[config.mk]
export PLATFORM = sky130hd
export DESIGN_NAME = axi4l_read_slave
export DESIGN_NICKNAME = d
export VERILOG_FILES = /design/src/rtl/axi4l_pkg.sv /design/src/rtl/axi4l_rd_decode.sv /design/src/rtl/axi4l_read_slave.sv
export SDC_FILE = /design/constraint.sdc
export NUM_CORES = 1
export LEC_CHECK = 0
export BUFFER_PORTS_ARGS = -buffer_cell sky130_fd_sc_hd__buf_2
export CORE_MARGIN = 1
export CORE_UTILIZATION = 43
export DETAILED_ROUTE_END_ITERATION = 7
export PLACE_DENSITY = 0.77
export SYNTH_ARGS = -nofsm -noshare
export SYNTH_HDL_FRONTEND = slang
export SYNTH_HIERARCHICAL = 1
export SYNTH_SLANG_ARGS = --single-unit
[constraint.sdc]
create_clock -name ACLK -period 2 [get_ports ACLK]
set_input_delay 0.3 -clock ACLK [delete_from_list [all_inputs] [get_ports ACLK]]
set_output_delay 0.3 -clock ACLK [all_outputs]
set_load 0.02 [all_outputs]
[src/rtl/axi4l_pkg.sv]
// ---------------------------------------------------------------------------
// axi4l_pkg
// Shared types and constants for the AXI4-Lite read slave.
//   RESP_OKAY / RESP_SLVERR : RRESP encodings
//   CNT_W                   : width of the read-latency countdown (latency 1..4)
//   rd_state_t              : read FSM states
// ---------------------------------------------------------------------------
package axi4l_pkg;

  localparam logic [1:0] RESP_OKAY   = 2'b00;
  localparam logic [1:0] RESP_SLVERR = 2'b10;

  // Countdown holds RD_LATENCY-1, which tops out at 3.
  localparam int CNT_W = 2;

  typedef enum logic [1:0] {
    IDLE,
    FETCH,
    WAIT,
    RESP
  } rd_state_t;

endpackage

[src/rtl/axi4l_rd_decode.sv]
// ---------------------------------------------------------------------------
// axi4l_rd_decode
// Combinational legality check for an incoming read address.
// Ports:
//   araddr_i : byte address from AR channel
//   arprot_i : AR protection bits; only bit 1 (non-secure) matters here
//   err_o    : 1 when the read must be answered with SLVERR and no register
//              access (unaligned, out of range, or non-secure when blocked)
// ---------------------------------------------------------------------------
module axi4l_rd_decode #(
  parameter int ADDR_W      = 32,
  parameter int NUM_REGS    = 16,
  parameter int SECURE_ONLY = 0
) (
  input  logic [ADDR_W-1:0] araddr_i,
  input  logic [2:0]        arprot_i,
  output logic              err_o
);

  // First byte address past the register file; compared unsigned at full
  // address width so large addresses never wrap into the legal window.
  localparam logic [ADDR_W-1:0] ADDR_LIMIT = ADDR_W'(NUM_REGS * 4);

  // Privileged/instruction bits carry no meaning for this register file.
  logic unusedProt;
  assign unusedProt = arprot_i[0] ^ arprot_i[2];

  assign err_o = (araddr_i[1:0] != 2'b00)
               | (araddr_i >= ADDR_LIMIT)
               | ((SECURE_ONLY != 0) & arprot_i[1]);

endmodule

[src/rtl/axi4l_read_slave.sv]
// ---------------------------------------------------------------------------
// axi4l_read_slave
// AXI4-Lite read-channel slave in front of a register-file read port with a
// fixed read latency. One outstanding read at a time; all outputs registered.
// Ports:
//   ACLK, ARESETn         : clock, asynchronous active-high reset
//   ARVALID/ARREADY       : read address handshake
//   ARADDR, ARPROT        : read byte address and protection, sampled on the
//                           AR handshake only
//   RVALID/RREADY         : read data handshake
//   RDATA, RRESP          : read data and response (OKAY / SLVERR)
//   reg_rd_en/reg_rd_addr : one-cycle register-file read strobe and address
//   reg_rd_data/reg_rd_err: register-file data and error, RD_LATENCY cycles
//                           after reg_rd_en
// ---------------------------------------------------------------------------
module axi4l_read_slave
  import axi4l_pkg::*;
#(
  parameter int ADDR_W      = 32,
  parameter int DATA_W      = 32,
  parameter int NUM_REGS    = 16,
  parameter int RD_LATENCY  = 1,
  parameter int SECURE_ONLY = 0
) (
  input  logic              ACLK,
  input  logic              ARESETn,
  input  logic              ARVALID,
  output logic              ARREADY,
  input  logic [ADDR_W-1:0] ARADDR,
  input  logic [2:0]        ARPROT,
  output logic              RVALID,
  input  logic              RREADY,
  output logic [DATA_W-1:0] RDATA,
  output logic [1:0]        RRESP,
  output logic              reg_rd_en,
  output logic [ADDR_W-1:0] reg_rd_addr,
  input  logic [DATA_W-1:0] reg_rd_data,
  input  logic              reg_rd_err
);

  rd_state_t         state_q, state_d;
  logic [CNT_W-1:0]  cnt_q, cnt_d;
  logic              err_q, err_d;
  logic              arReady_q, arReady_d;
  logic              rValid_q, rValid_d;
  logic [DATA_W-1:0] rData_q, rData_d;
  logic [1:0]        rResp_q, rResp_d;
  logic              regRdEn_q, regRdEn_d;
  logic [ADDR_W-1:0] regRdAddr_q, regRdAddr_d;
  logic              decErr;

  axi4l_rd_decode #(
    .ADDR_W      (ADDR_W),
    .NUM_REGS    (NUM_REGS),
    .SECURE_ONLY (SECURE_ONLY)
  ) u_decode (
    .araddr_i (ARADDR),
    .arprot_i (ARPROT),
    .err_o    (decErr)
  );

  // State and output registers. Reset drops any in-flight read and returns
  // every output to its idle value straight away.
  always_ff @(posedge ACLK or posedge ARESETn) begin
    if (ARESETn) begin
      state_q     <= IDLE;
      cnt_q       <= '0;
      err_q       <= 1'b0;
      arReady_q   <= 1'b0;
      rValid_q    <= 1'b0;
      rData_q     <= '0;
      rResp_q     <= RESP_OKAY;
      regRdEn_q   <= 1'b0;
      regRdAddr_q <= '0;
    end else begin
      state_q     <= state_d;
      cnt_q       <= cnt_d;
      err_q       <= err_d;
      arReady_q   <= arReady_d;
      rValid_q    <= rValid_d;
      rData_q     <= rData_d;
      rResp_q     <= rResp_d;
      regRdEn_q   <= regRdEn_d;
      regRdAddr_q <= regRdAddr_d;
    end
  end

  // Next-state logic. Outputs are computed one cycle ahead so they come
  // straight from flops. ARREADY is raised from IDLE on the first edge after
  // reset, which also gives the one idle cycle between an R handshake and
  // the next AR acceptance. The strobe is a single pulse during FETCH, and
  // illegal reads take exactly the same path so their latency matches.
  always_comb begin
    state_d     = state_q;
    cnt_d       = cnt_q;
    err_d       = err_q;
    arReady_d   = arReady_q;
    rValid_d    = rValid_q;
    rData_d     = rData_q;
    rResp_d     = rResp_q;
    regRdEn_d   = 1'b0;
    regRdAddr_d = regRdAddr_q;

    case (state_q)
      IDLE: begin
        arReady_d = 1'b1;
        if (ARVALID && arReady_q) begin
          regRdAddr_d = ARADDR;
          err_d       = decErr;
          regRdEn_d   = !decErr;
          arReady_d   = 1'b0;
          state_d     = FETCH;
        end
      end
      FETCH: begin
        cnt_d   = CNT_W'(RD_LATENCY - 1);
        state_d = WAIT;
      end
      WAIT: begin
        if (cnt_q != '0) begin
          cnt_d = cnt_q - 1'b1;
        end else begin
          rData_d  = err_q ? '0 : reg_rd_data;
          rResp_d  = (err_q || reg_rd_err) ? RESP_SLVERR : RESP_OKAY;
          rValid_d = 1'b1;
          state_d  = RESP;
        end
      end
      RESP: begin
        if (RREADY) begin
          rValid_d  = 1'b0;
          arReady_d = 1'b1;
          state_d   = IDLE;
        end
      end
      default: state_d = IDLE;
    endcase
  end

  assign ARREADY     = arReady_q;
  assign RVALID      = rValid_q;
  assign RDATA       = rData_q;
  assign RRESP       = rResp_q;
  assign reg_rd_en   = regRdEn_q;
  assign reg_rd_addr = regRdAddr_q;

endmodule

; ---- Yosys cells after proc, flatten, opt, wreduce, memory -nomap -nowiden
; Index checks and enable logic that the tools add are counted.
; W data, S select, Z words.
[totals]
register_bits = 74
latchBits = 0
ramBits = 0
rom_bits = 0
input_bits = 72
out_inout_bits = 69
wordCells = 51
n_memories = 0
[op_classes]
addsub = 1
mul = 0
n_div = 0
magnitude_cmp = 1
n_eq_ne = 7
shift = 0
mux = 16
bitwise_logic = 2
n_reduce_logical = 15
[ops]
columns = op, count
row1 = $ge A32 B7 Y1 const B, 1
row2 = $mux W32, 1
row3 = $mux W2, 5
row4 = $reduce_bool A2 Y1, 5
row5 = $ne A2 B2 Y1 const B, 4
row6 = $pmux W2 S4, 1
row7 = $reduce_and A2 Y1, 4
row8 = $mux W1, 6
row9 = $reduce_and A3 Y1, 2
row10 = $eq A2 B2 Y1 const B, 2
row11 = $pmux W1 S2, 2
row12 = $pmux W2 S2, 1
row13 = $eq A2 B1 Y1 const B, 1
row14 = $logic_not A2 Y1, 1
row15 = $sub A2 B1 Y2 const B, 1
row16 = $logic_and A1 B1 Y1, 1
row17 = $logic_not A1 Y1, 1
row18 = $logic_or A1 B1 Y1, 1
row19 = $not A1 Y1, 1
row20 = $or A1 B1 Y1, 1

; ---- Depth between registers and ports, before layout
; Gate-level depths: netlist (run 1).
[depth]
word_depth = 5
ltp_mapped = 7
depth_no_buf = 5

; ---- Hierarchy
; The synthesis (run 1) kept the hierarchy.
[modules_own_cells]
columns = module, n_inst, cells_each, area_per_inst_um2, seq_area_each_um2
row1 = axi4l_read_slave, 1, 256, 3151.8, 1826.8
row2 = axi4l_rd_decode, 1, 9, 58.8, 0.0

; ---- Worst setup path before layout (run 1)
; No wires, ideal clock.
[synth_timing]
path_type = register to register
startpoint = reg state_q[0]
endpoint = reg regRdAddr_q[10] (netlist: reg_rd_addr[10])
setup_time_ns = 0.125
t_arrival_ns = 1.392
required_ns = 1.875
setup_slack_ns = 0.483
path_stages_with_launch = 6
path_buffers = 1
period_less_slack_ns = 1.517
cell_sequence = dfrtp_1 > inv_1 > ha_1 > nand3_4 > buf_6 > mux2_4
[synth_via]
elab_chain_len = 2
[synth_rtl]
columns = element, line
row1 = start: declaration, axi4l_read_slave.sv:41  ; rd_state_t state_q, state_d;
row2 = start signal: assignment, axi4l_read_slave.sv:76  ; state_q <= state_d;
row3 = $logic_not A2 Y1, axi4l_read_slave.sv:104  ; case (state_q)
row4 = $reduce_and A2 Y1 (no source line), n/a
row5 = end signal: assignment, axi4l_read_slave.sv:84  ; regRdAddr_q <= regRdAddr_d;
row6 = end: declaration, axi4l_read_slave.sv:49  ; logic [ADDR_W-1:0] regRdAddr_q, regRdAddr_d;
; Every way passes these cells.
; A chain may end at the register's enable or synchronous reset.

; ---- Worst setup path in the final report (run 1)
[layout_timing]
startpoint = reg state_q[0]
endpoint = reg regRdAddr_q[12] (netlist: reg_rd_addr[12])
; The elaborated chain is that of the path after synthesis.

==> summary.md, run 1 <==
| Metric | Value |
|---|---|
| Status | completed |
| GP Congestion | 0.832 |
| Mux contribution to synthesized area | 15.8% |
| Ports | 141 |
| Critical path type | reg2reg |
| Area of the multi-input gates | 0.00127 mm² |
| Least-Margin Pin Slew | 0.794 ns |
| Skew-Pair Late Insertion Delay | 0.33 ns |
| Main combinational cell family by area after synthesis | multiplexers |
| Min cycle time layout | 1.76 ns |
| Tot GR Track Use | 17.3% |
| Final core occ | 58.2% |
| Critical path's slowest cell | dfrtp_1 |
| Clock buffer depth | 2 |
| Synth Area in Simple Gates | 13.9% |
| Post-synth EDFFs | 0 |
| Crit start category | flop |
| Die Height | 88.4 µm |
| Syn. warnings | 6 |
| Top-area cell type share of the netlist area | 56.9% |
| Core Area | 0.00725 mm² |
| Final clock period utilization by the worst path | 87.9% |
| Count leader, synth | dfrtp_1 |
| Final WL | 6.60 mm |
| CP required | 2.22 ns |
| Mapped Cells | 265 |
| Slew Limit Fails | 0 |
| Slowest Stage Delay on Critical Path | 0.42 ns |
| Clk pin slew, worst setup/hold paths | 0.07 ns |
| Die ar. | 0.00782 mm² |
| Register area share after synthesis | 56.9% |
| First-pass GRT wire length | 10.2 mm |
| Primary FF master, synth | dfrtp_1 |
| Via count | 2369 |
| Initial DRC Count | 46 |
| Postcts setup bufs | 0 |
| RSZ-0062 raised after global routing | false |
| Yosys top cell by area | dfrtp_1 |
| Complex-gate fraction of the synthesized area | 7.05% |
| Clk_skew | 0.00711 ns |
| Buffers on Ports | 136 |
| Antenna Violating Nets Remaining | 0 |
| Ranking of synthesized cells by area | dfrtp_1 57%, mux2_4 13%, nand2b_1 6.4%, o21ai_0 5.3%, nand2_1 4.2% |
| P&R area growth vs syn | 31.4% |
| CP Max Fanout | 17 |
| Ant. Diodes | 0 |
| Final TNS setup | 0 ns |
| R2R Path End | reg_rd_addr[12]$_DFFE_PP0P_ |
| Critical Path End Type | flop |
| Share of layout cells above drive strength 1 | 47.4% |
| Total gr overflow | 0 |
| Maximum clock frequency | 0.569 GHz |
| TritonCTS clock tree | yes |
| Syn_area_per_cell | 12.1 µm² |
| Worst r2r src | state_q[0]$_DFFE_PP0P_ |
| CTS buffer count | 9 |
| Hold Buf Count CTS | 0 |
| Final setup violation count | 0 |
| Final Hold Fails | 0 |
| Post-Synth Adder-Cell Area | 2.73% |
| Routed vias/inst | 4.68 |
| Arrival @ worst endpoint | 1.98 ns |
| Syn nets | 344 |
| Most frequent cells after synthesis | 73 x dfrtp_1, 36 x nand2_1, 34 x o21ai_0 |
| Per-cell routed wire length | 13.0 µm |
| Root Buffer | clkbuf_8 |
| R2R cell count | 5 |
| Mapped cell area | 0.00321 mm² |
| Largest net degree at the start of global routing | 67 |
| Worst VDD drop | 0.851 mV |
| Resized cells post-CTS | 0 |
| Die X | 88.4 µm |
| Critical Path, Cell by Cell | inv_1 -> ha_1 -> nand3_4 -> buf_12 -> mux2_4 |
| Yosys cell types | 25 |
| Layout Nets | 482 |
| Residual DRC | 0 |
| H-tree depth | 3 |
| Post-Synth XOR/XNOR Area | 0% |
| Std cell rows | 31 |
| Vias in the first global route | 2189 |
| Hold WC Path Type | in2async |
| Yosys reg bits | 73 |
| Slew HR | 47.1% |
| Initial antenna violation count | 0 |
| Initial DRT Pass Iterations | 4 |
| Lkg Pwr | 2.18 nW |
| Max cap viols | 0 |
| Power density over cell area | 1610 mW/mm² |
| Async S/R FF share, synth | 100% |
| FILL cells | 631 |
| Placed wire-length estimate | 4.87 mm |
| Sinks on the clock net | 73 |
| Initial Util | 44.3% |
| FF+latch area | 0.00183 mm² |
| R2R Setup Slk | 0.24 ns |
## routing by layer
layer	wire length, µm	global-route usage (%)	up-vias
met5	0	0	-
li1	-	-	1168
met1	2870	21.0	1107
met3	337	3.82	16
met4	174	8.80	0
met2	3220	29.0	78
## worst max-delay path, delay by kind of cell, from the launching register on
family                     cells  cell delay (ns)
muxes                          1             0.30
DFF                            1             0.42
buffers and inverters          2             0.38
adders and majority gates      1             0.29
and+or+nand+nor                1             0.24
## metrics by stage
step	hold WS, ns	cells	total power [mW]	area, µm²	worst slack (ns)
4_1_cts	0.0120	506	6.85	4220	0.233
3_5_place_dp	0.381	491	5.70	4020	0.242
3_3_place_gp	0.379	491	5.60	4020	0.299
2_1_floorplan	0.448	265	4.68	3210	0.483
5_1_grt	0.0332	506	7.21	4220	0.158
6_report	0.0124	506	6.78	4220	0.242
## kinds of logic after synthesis
group	count (synthesis)
muxes	36
buffers and inverters	21
AOI/OAI and AO/OA	41
adders and majority gates	7
DFF	73
other	1
and+or+nand+nor	86
## sequential cells by signal (all words and copies together), names as in the netlist
register and count:
cnt_q 2, RDATA 32, err_q 1, RRESP 1, reg_rd_en 1, ARREADY 1, state_q 2, RVALID 1
reg_rd_addr 32
## where the power goes
group | switching, mW | internal (mW)
Sequential | 0.370 | 2.15
Combinational | 1.78 | 1.35
Clock | 0.520 | 0.606
Total | 2.67 | 4.11
## cells in the final DEF (no fill, tap or decap)
master and n:
a21oi_1 3, a221oi_2 1, a2bb2oi_1 1, and4_1 1
buf_12 4, buf_2 136, buf_4 1, bufinv_16 1
clkbuf_1 1, clkbuf_8 10, clkinv_4 1, clkinvlp_4 3
conb_1 1, dfrtp_1 73, ha_1 7, inv_1 6
mux2_2 6, mux2_4 28, mux2i_1 2, nand2_1 35
nand2_2 1, nand2b_1 33, nand3_4 1, nand4_1 1
nor2_1 6, nor2b_1 1, nor4_1 7, o21ai_0 34
o22a_1 1, o2bb2ai_1 1
## final cells by class
cell class	count	area share (%)
Sequential cell	73	43.3
Multi-Input combinational cell	171	30.2
Tap cell	99	2.94
Timing Repair Buffer	141	18.2
Clock buffer	11	3.35
Inverter	7	0.712
Clock inverter	4	1.28
## worst max path at each step
stage	from	endpoint	slack, ns	cells past startpoint
2_1_floorplan	state_q[0]$_DFFE_PP0P_	reg_rd_addr[10]$_DFFE_PP0P_	0.48	5
3_3_place_gp	state_q[0]$_DFFE_PP0P_	reg_rd_addr[17]$_DFFE_PP0P_	0.30	5
3_5_place_dp	state_q[0]$_DFFE_PP0P_	reg_rd_addr[12]$_DFFE_PP0P_	0.24	5
4_1_cts	state_q[0]$_DFFE_PP0P_	reg_rd_addr[21]$_DFFE_PP0P_	0.23	5
5_1_grt	state_q[0]$_DFFE_PP0P_	reg_rd_addr[21]$_DFFE_PP0P_	0.16	5
6_report	state_q[0]$_DFFE_PP0P_	reg_rd_addr[12]$_DFFE_PP0P_	0.24	5
Power figures use the tool's default switching activity.
==> run 2: changes to the inputs <==
CORE_UTILIZATION = 45   (was 43)
REMOVE_ABC_BUFFERS = 1   (was default)
clock period = 1.69 ns   (was 2 ns; I/O delays follow)
==> summary.md, run 2 (same netlist as run 1, synthesis figures left out) <==
| Metric | Value |
|---|---|
| R2R cell count | 5 (unchanged) |
| Crit start category | flop |
| Per-cell routed wire length | 13.3 µm (+1.7%) |
| GP Congestion | 0.756 (-9.1%) |
| Commonest non-fill, non-tap cell in the layout | buf_2 |
| Clk pin slew, worst setup/hold paths | 0.07 ns (about the same) |
| Std cell rows | 30 (-3.2%) |
| DP Area | 0.00401 mm² (-0.25%) |
| Max cap viols | 0 (unchanged) |
| Die X | 86.5 µm (-2.2%) |
| Initial DRC Count | 37 (-20%) |
| First-pass GRT wire length | 10.6 mm (+4.3%) |
| Largest net degree at the start of global routing | 67 (unchanged) |
| Residual DRC | 0 (unchanged) |
| Maximum clock frequency | 0.634 GHz (+12%) |
| Critical path type | reg2reg |
| Power density over cell area | 1960 mW/mm² (+22%) |
| Postcts setup bufs | 0 (unchanged) |
| Initial DRT Pass Iterations | 4 (unchanged) |
| Arrival @ worst endpoint | 1.79 ns (-0.19 ns) |
| Status | completed |
| Lkg Pwr | 2.22 nW (+1.4%) |
| FILL cells | 573 (-9.2%) |
| Min cycle time layout | 1.58 ns (-0.182 ns) |
| Total gr overflow | 0 (unchanged) |
| Pre-CTS setup slack | 0.0426 ns (-0.199 ns) |
| Ant. Diodes | 0 (unchanged) |
| Root Buffer | clkbuf_8 |
| Slew HR | 43.6% (-3.4 points) |
| CP Max Fanout | 5 (-12) |
| Highest-count cells in the layout ignoring fill and taps | 136 x buf_2, 73 x dfrtp_1, 35 x nand2_1 |
| Dpl cells | 491 (unchanged) |
| Final Hold Fails | 0 (unchanged) |
| Ports | 141 (unchanged) |
| H-tree depth | 3 (unchanged) |
| Cell area after layout | 0.00426 mm² (+0.92%) |
| Finished Layout Cells | 506 (unchanged) |
| Final core occ | 62.3% (+4.2 points) |
| Slew Limit Fails | 0 (unchanged) |
| Least-Margin Pin Slew | 0.846 ns (+0.0516 ns) |
| FF+latch area | 0.00183 mm² (unchanged) |
| Placed wire-length estimate | 4.88 mm (+0.35%) |
| Buffers on Ports | 136 (unchanged) |
| Via count | 2367 (-0.084%) |
| Clk_skew | 0.00925 ns (+0.00214 ns) |
| P&R area growth vs syn | 32.6% |
| Initial antenna violation count | 0 (unchanged) |
| CP required | 1.91 ns (-0.31 ns) |
| Final setup violation count | 0 (unchanged) |
| Tot GR Track Use | 18.5% (+1.3 points) |
| Final clock period utilization by the worst path | 93.3% (+5.4 points) |
| Sinks on the clock net | 73 (unchanged) |
| R2R Setup Slk | 0.11 ns (-0.13 ns) |
| Hold WC Path Type | in2async |
| Antenna Violating Nets Remaining | 0 (unchanged) |
| Die ar. | 0.00748 mm² (-4.4%) |
| Routed vias/inst | 4.68 (about the same) |
| CTS buffer count | 9 (unchanged) |
| Skew-Pair Late Insertion Delay | 0.33 ns (about the same) |
| Die Height | 86.5 µm (-2.2%) |
| Final WL | 6.71 mm (+1.7%) |
| Core Area | 0.00683 mm² (-5.8%) |
| Worst VDD drop | 1.09 mV (+28%) |
| Worst setup margin | 0.114 ns (-0.128 ns) |
| Clock buffer depth | 2 (unchanged) |
| Worst r2r src | cnt_q[0]$_DFFE_PP0P_ |
| Share of layout cells above drive strength 1 | 48.3% (+0.87 points) |
| Vias in the first global route | 2305 (+5.3%) |
| Hold Buf Count CTS | 0 (unchanged) |
| Initial Util | 47.0% (+2.7 points) |
| Worst Setup SP | cnt_q[0]$_DFFE_PP0P_ |
| Critical Path End Type | flop |
| R2R Path End | state_q[1]$_DFFE_PP0P_ |
| Layout Nets | 485 (+0.62%) |
| TritonCTS clock tree | yes |
| RSZ-0062 raised after global routing | false |
| Area of the multi-input gates | 0.00129 mm² (+0.98%) |
[run 2: cell types whose count changed in the layout (fill, tap and decap cells not counted), sizes merged]
cell      previous run  this run
buf                141       144
bufinv               1         3
clkbuf              11         9
clkinv               1         2
clkinvlp             3         1
inv                  6         7
[run 2: worst max-delay path by stage]
stage                                   to  slack, ns  cells past startpoint
6_report            state_q[1]$_DFFE_PP0P_       0.11                      5
5_1_grt               RDATA[5]$_DFFE_PP0P_       0.02                      6
4_1_cts        reg_rd_addr[11]$_DFFE_PP0P_       0.03                      5
3_5_place_dp   reg_rd_addr[14]$_DFFE_PP0P_       0.04                      5
3_3_place_gp    reg_rd_addr[3]$_DFFE_PP0P_       0.11                      5
2_1_floorplan          ARREADY$_DFFE_PP0P_      -0.42                      1
[run 2: cell type report]
class / instances / area share, %
Clock buffer: 9 / 2.91
Timing Repair Buffer: 144 / 18.0
Clock inverter: 6 / 2.53
Multi-Input combinational cell: 171 / 30.2
Inverter: 7 / 0.617
Tap cell: 96 / 2.82
Sequential cell: 73 / 42.9
[run 2: repair_timing]
item	4_1_cts	5_1_grt
gates resized for setup	0	2
setup endpoints to repair	0	32
endpoints found under the hold margin	0	0
[run 2: worst max-delay path: stages (launching register included)]
cell and delay [ns]:
dfrtp_1 0.36, inv_1 0.09, ha_1 0.26, inv_1 0.08, a221oi_2 0.31, mux2_2 0.36
[run 2: metrics by stage]
step           setup TNS, ns  total power [mW]  hold slack, ns
2_1_floorplan         -42.98              5.44           0.402
3_3_place_gp               0              6.65           0.368
3_5_place_dp               0              6.79           0.373
4_1_cts                    0              8.41         0.00681
5_1_grt                    0              8.90          0.0226
6_report                   0              8.35         0.00871
[run 2: report_power, final]
| group | switching (mW) | leakage (nW) | internal [mW] |
|---|---|---|---|
| clock | 0.611 | 0.115 | 0.967 |
| sequential | 0.460 | 0.923 | 2.55 |
| combinational | 2.13 | 1.18 | 1.64 |
| total | 3.20 | 2.22 | 5.15 |
[run 2: metal layers]
layer	GRT usage (%)	share of wire, %	up-vias
li1	-	-	1167
met1	25.1	47	1080
met2	28.4	44	111
met3	4.29	7.5	9
met4	8.79	1.2	0
met5	0	0	-
==> run 3: changes to the inputs <==
CORE_UTILIZATION = 47   (was 45)
PLACE_DENSITY = 0.79   (was 0.77)
==> summary.md, run 3 (same netlist as run 1, synthesis figures left out) <==
| Metric | Value |
|---|---|
| Status | finished with violations |
| Violated checks | DRC |
| Initial DRT Pass Iterations | 8 (+4) |
| Core Area | 0.00646 mm² (-5.5%) |
| Die Height | 84.7 µm (-2.1%) |
| Hold WC Path Type | in2async |
| Net Sw Frac | 38.0% (-0.32 points) |
| Critical Path End Type | flop |
| Final clock period utilization by the worst path | 95.3% (+2.0 points) |
| Least-Margin Pin Slew | 0.812 ns (-0.0336 ns) |
| Lkg Pwr | 2.23 nW (+0.73%) |
| Antenna Violating Nets Remaining | 0 (unchanged) |
| Std cell rows | 29 (-3.3%) |
| Via count | 2393 (+1.1%) |
| First-pass GRT wire length | 11.3 mm (+6.1%) |
| Initial antenna violation count | 0 (unchanged) |
| Worst VDD drop | 1.14 mV (+4.7%) |
| Total gr overflow | 0 (unchanged) |
| Hold Buf Count CTS | 0 (unchanged) |
| Die ar. | 0.00717 mm² (-4.2%) |
| Sw Pwr | 3.20 mW (+0.12%) |
| Layout Nets | 488 (+0.62%) |
| Root Buffer | clkbuf_8 |
| Clock Power Share | 19.6% (+0.7 points) |
| Clock buffer depth | 2 (unchanged) |
| Initial DRC Count | 93 (+150%) |
| CP Max Fanout | 20 (+15) |
| Share of layout cells above drive strength 1 | 48.6% (+0.26 points) |
| Clk pin slew, worst setup/hold paths | 0.08 ns (about the same) |
| Initial Util | 49.7% (+2.7 points) |
| Skew-Pair Late Insertion Delay | 0.34 ns (about the same) |
| Routed vias/inst | 4.87 (+4.2%) |
| Tot GR Track Use | 20.3% (+1.8 points) |
| Final setup violation count | 0 (unchanged) |
| Maximum clock frequency | 0.621 GHz (-2.1%) |
| Residual DRC | 11 (+11) |
| CP required | 1.91 ns (about the same) |
| Crit start category | flop |
| Buffers on Ports | 136 (unchanged) |
| Per-cell routed wire length | 13.8 µm (+3.8%) |
| GP Congestion | 0.787 (+4.1%) |
| Slew Limit Fails | 0 (unchanged) |
| Critical path type | reg2reg |
| Sinks on the clock net | 73 (unchanged) |
| Vias in the first global route | 2470 (+7.2%) |
| Final TNS setup | 0 ns (unchanged) |
| Worst setup margin | 0.0795 ns (-0.0344 ns) |
| P&R area growth vs syn | 32.7% (about the same) |
| Arrival @ worst endpoint | 1.83 ns (+0.04 ns) |
| Ant. Diodes | 0 (unchanged) |
| Slew HR | 45.9% (+2.2 points) |
| H-tree depth | 3 (unchanged) |
| Final Hold Fails | 0 (unchanged) |
| TritonCTS clock tree | yes |
| Pre-CTS setup slack | 0.0261 ns (-0.0165 ns) |
| Clk_skew | 0.0100 ns (+0.000793 ns) |
| Worst r2r src | state_q[1]$_DFFE_PP0P_ |
| P_int | 5.23 mW (+1.5%) |
| Die X | 84.7 µm (-2.1%) |
| Ports | 141 (unchanged) |
| Max cap viols | 0 (unchanged) |
| Final WL | 6.75 mm (+0.69%) |
| Final core occ | 65.9% (+3.6 points) |
| Worst Setup SP | state_q[1]$_DFFE_PP0P_ |
| RSZ-0062 raised after global routing | false |
| Post-layout total power | 8.43 mW (+0.96%) |
| Commonest non-fill, non-tap cell in the layout | buf_2 |
| CTS buffer count | 9 (unchanged) |
| Highest-count cells in the layout ignoring fill and taps | 136 x buf_2, 73 x dfrtp_1, 35 x nand2_1 |
| Power density over cell area | 1980 mW/mm² (+0.93%) |
| Min cycle time layout | 1.61 ns (+0.0344 ns) |
| Reg power frac | 35.6% (-0.4 points) |
| Largest net degree at the start of global routing | 47 (-30%) |
| Placed wire-length estimate | 4.92 mm (+0.85%) |
| Combinational share of power | 44.8% (-0.3 points) |
-- run 3: changes by cell type in the layout (fill, tap and decap cells not counted), sizes merged --
cell and delta:
clkbuf +2, buf +3, clkinv -1
-- run 3: layout make-up --
cell class                 instances  area (µm²)
inverter                           7        26.3
tap                               77        96.3
fill                             515        2200
sequential                        73        1830
multi-input combinational        171        1280
clock buffer                      11         141
clock inverter                     5         103
timing repair buffer             147         788
-- run 3: path summary, 6_finish.rpt --
check                                               to  slack, ns  cells past startpoint
setup / recovery           reg_rd_addr[25]$_DFFE_PP0P_       0.08                      5
hold / removal                   RDATA[26]$_DFFE_PP0P_       0.02                      3
setup reg to reg           reg_rd_addr[25]$_DFFE_PP0P_       0.08                      5
hold reg to reg                   RDATA[8]$_DFFE_PP0P_       0.48                      2
max in group asynchronous         RDATA[4]$_DFFE_PP0P_       1.33                      3
min in group ACLK           reg_rd_addr[4]$_DFFE_PP0P_       0.14                      2
-- run 3: critical path, cell delays in order (launching register included) --
cell and delay (ns):
dfrtp_1 0.43, inv_1 0.13, ha_2 0.25, nand3_4 0.16, buf_12 0.22, mux2_4 0.30
-- run 3: metal layers --
layer	part of all wire, %	vias to the layer above	track usage (%)
met4	2.1	0	9.71
met2	46	122	32.7
met1	43	1085	25.7
met3	8.1	15	5.31
met5	0	-	0
li1	-	1171	-
-- run 3: power by group through the flow --
stage               registers (mW)  logic (mW)  clock network [mW]
floorplan                     3.93        1.52                   0
global placement              2.99        3.69                   0
detailed placement            3.01        3.80                   0
CTS                           3.01        3.80                1.69
global route                  3.11        4.09                1.76
finish                        3.00        3.78                1.65
-- run 3: what timing repair did --
| action | in CTS | in global routing |
|---|---|---|
| setup endpoints to repair | 0 | 31 |
| resized for setup | 0 | 1 |
| buffers inserted | 0 | 1 |
-- run 3: per-stage QoR --
| stage | hold WS (ns) | cells | area (µm²) |
|---|---|---|---|
| 3_5_place_dp | 0.393 | 474 | 4010 |
| 5_1_grt | 0.0603 | 491 | 4260 |
| 6_report | 0.0200 | 491 | 4260 |
| 4_1_cts | 0.0177 | 490 | 4250 |
| 2_1_floorplan | 0.402 | 251 | 3130 |
| 3_3_place_gp | 0.387 | 474 | 4010 |
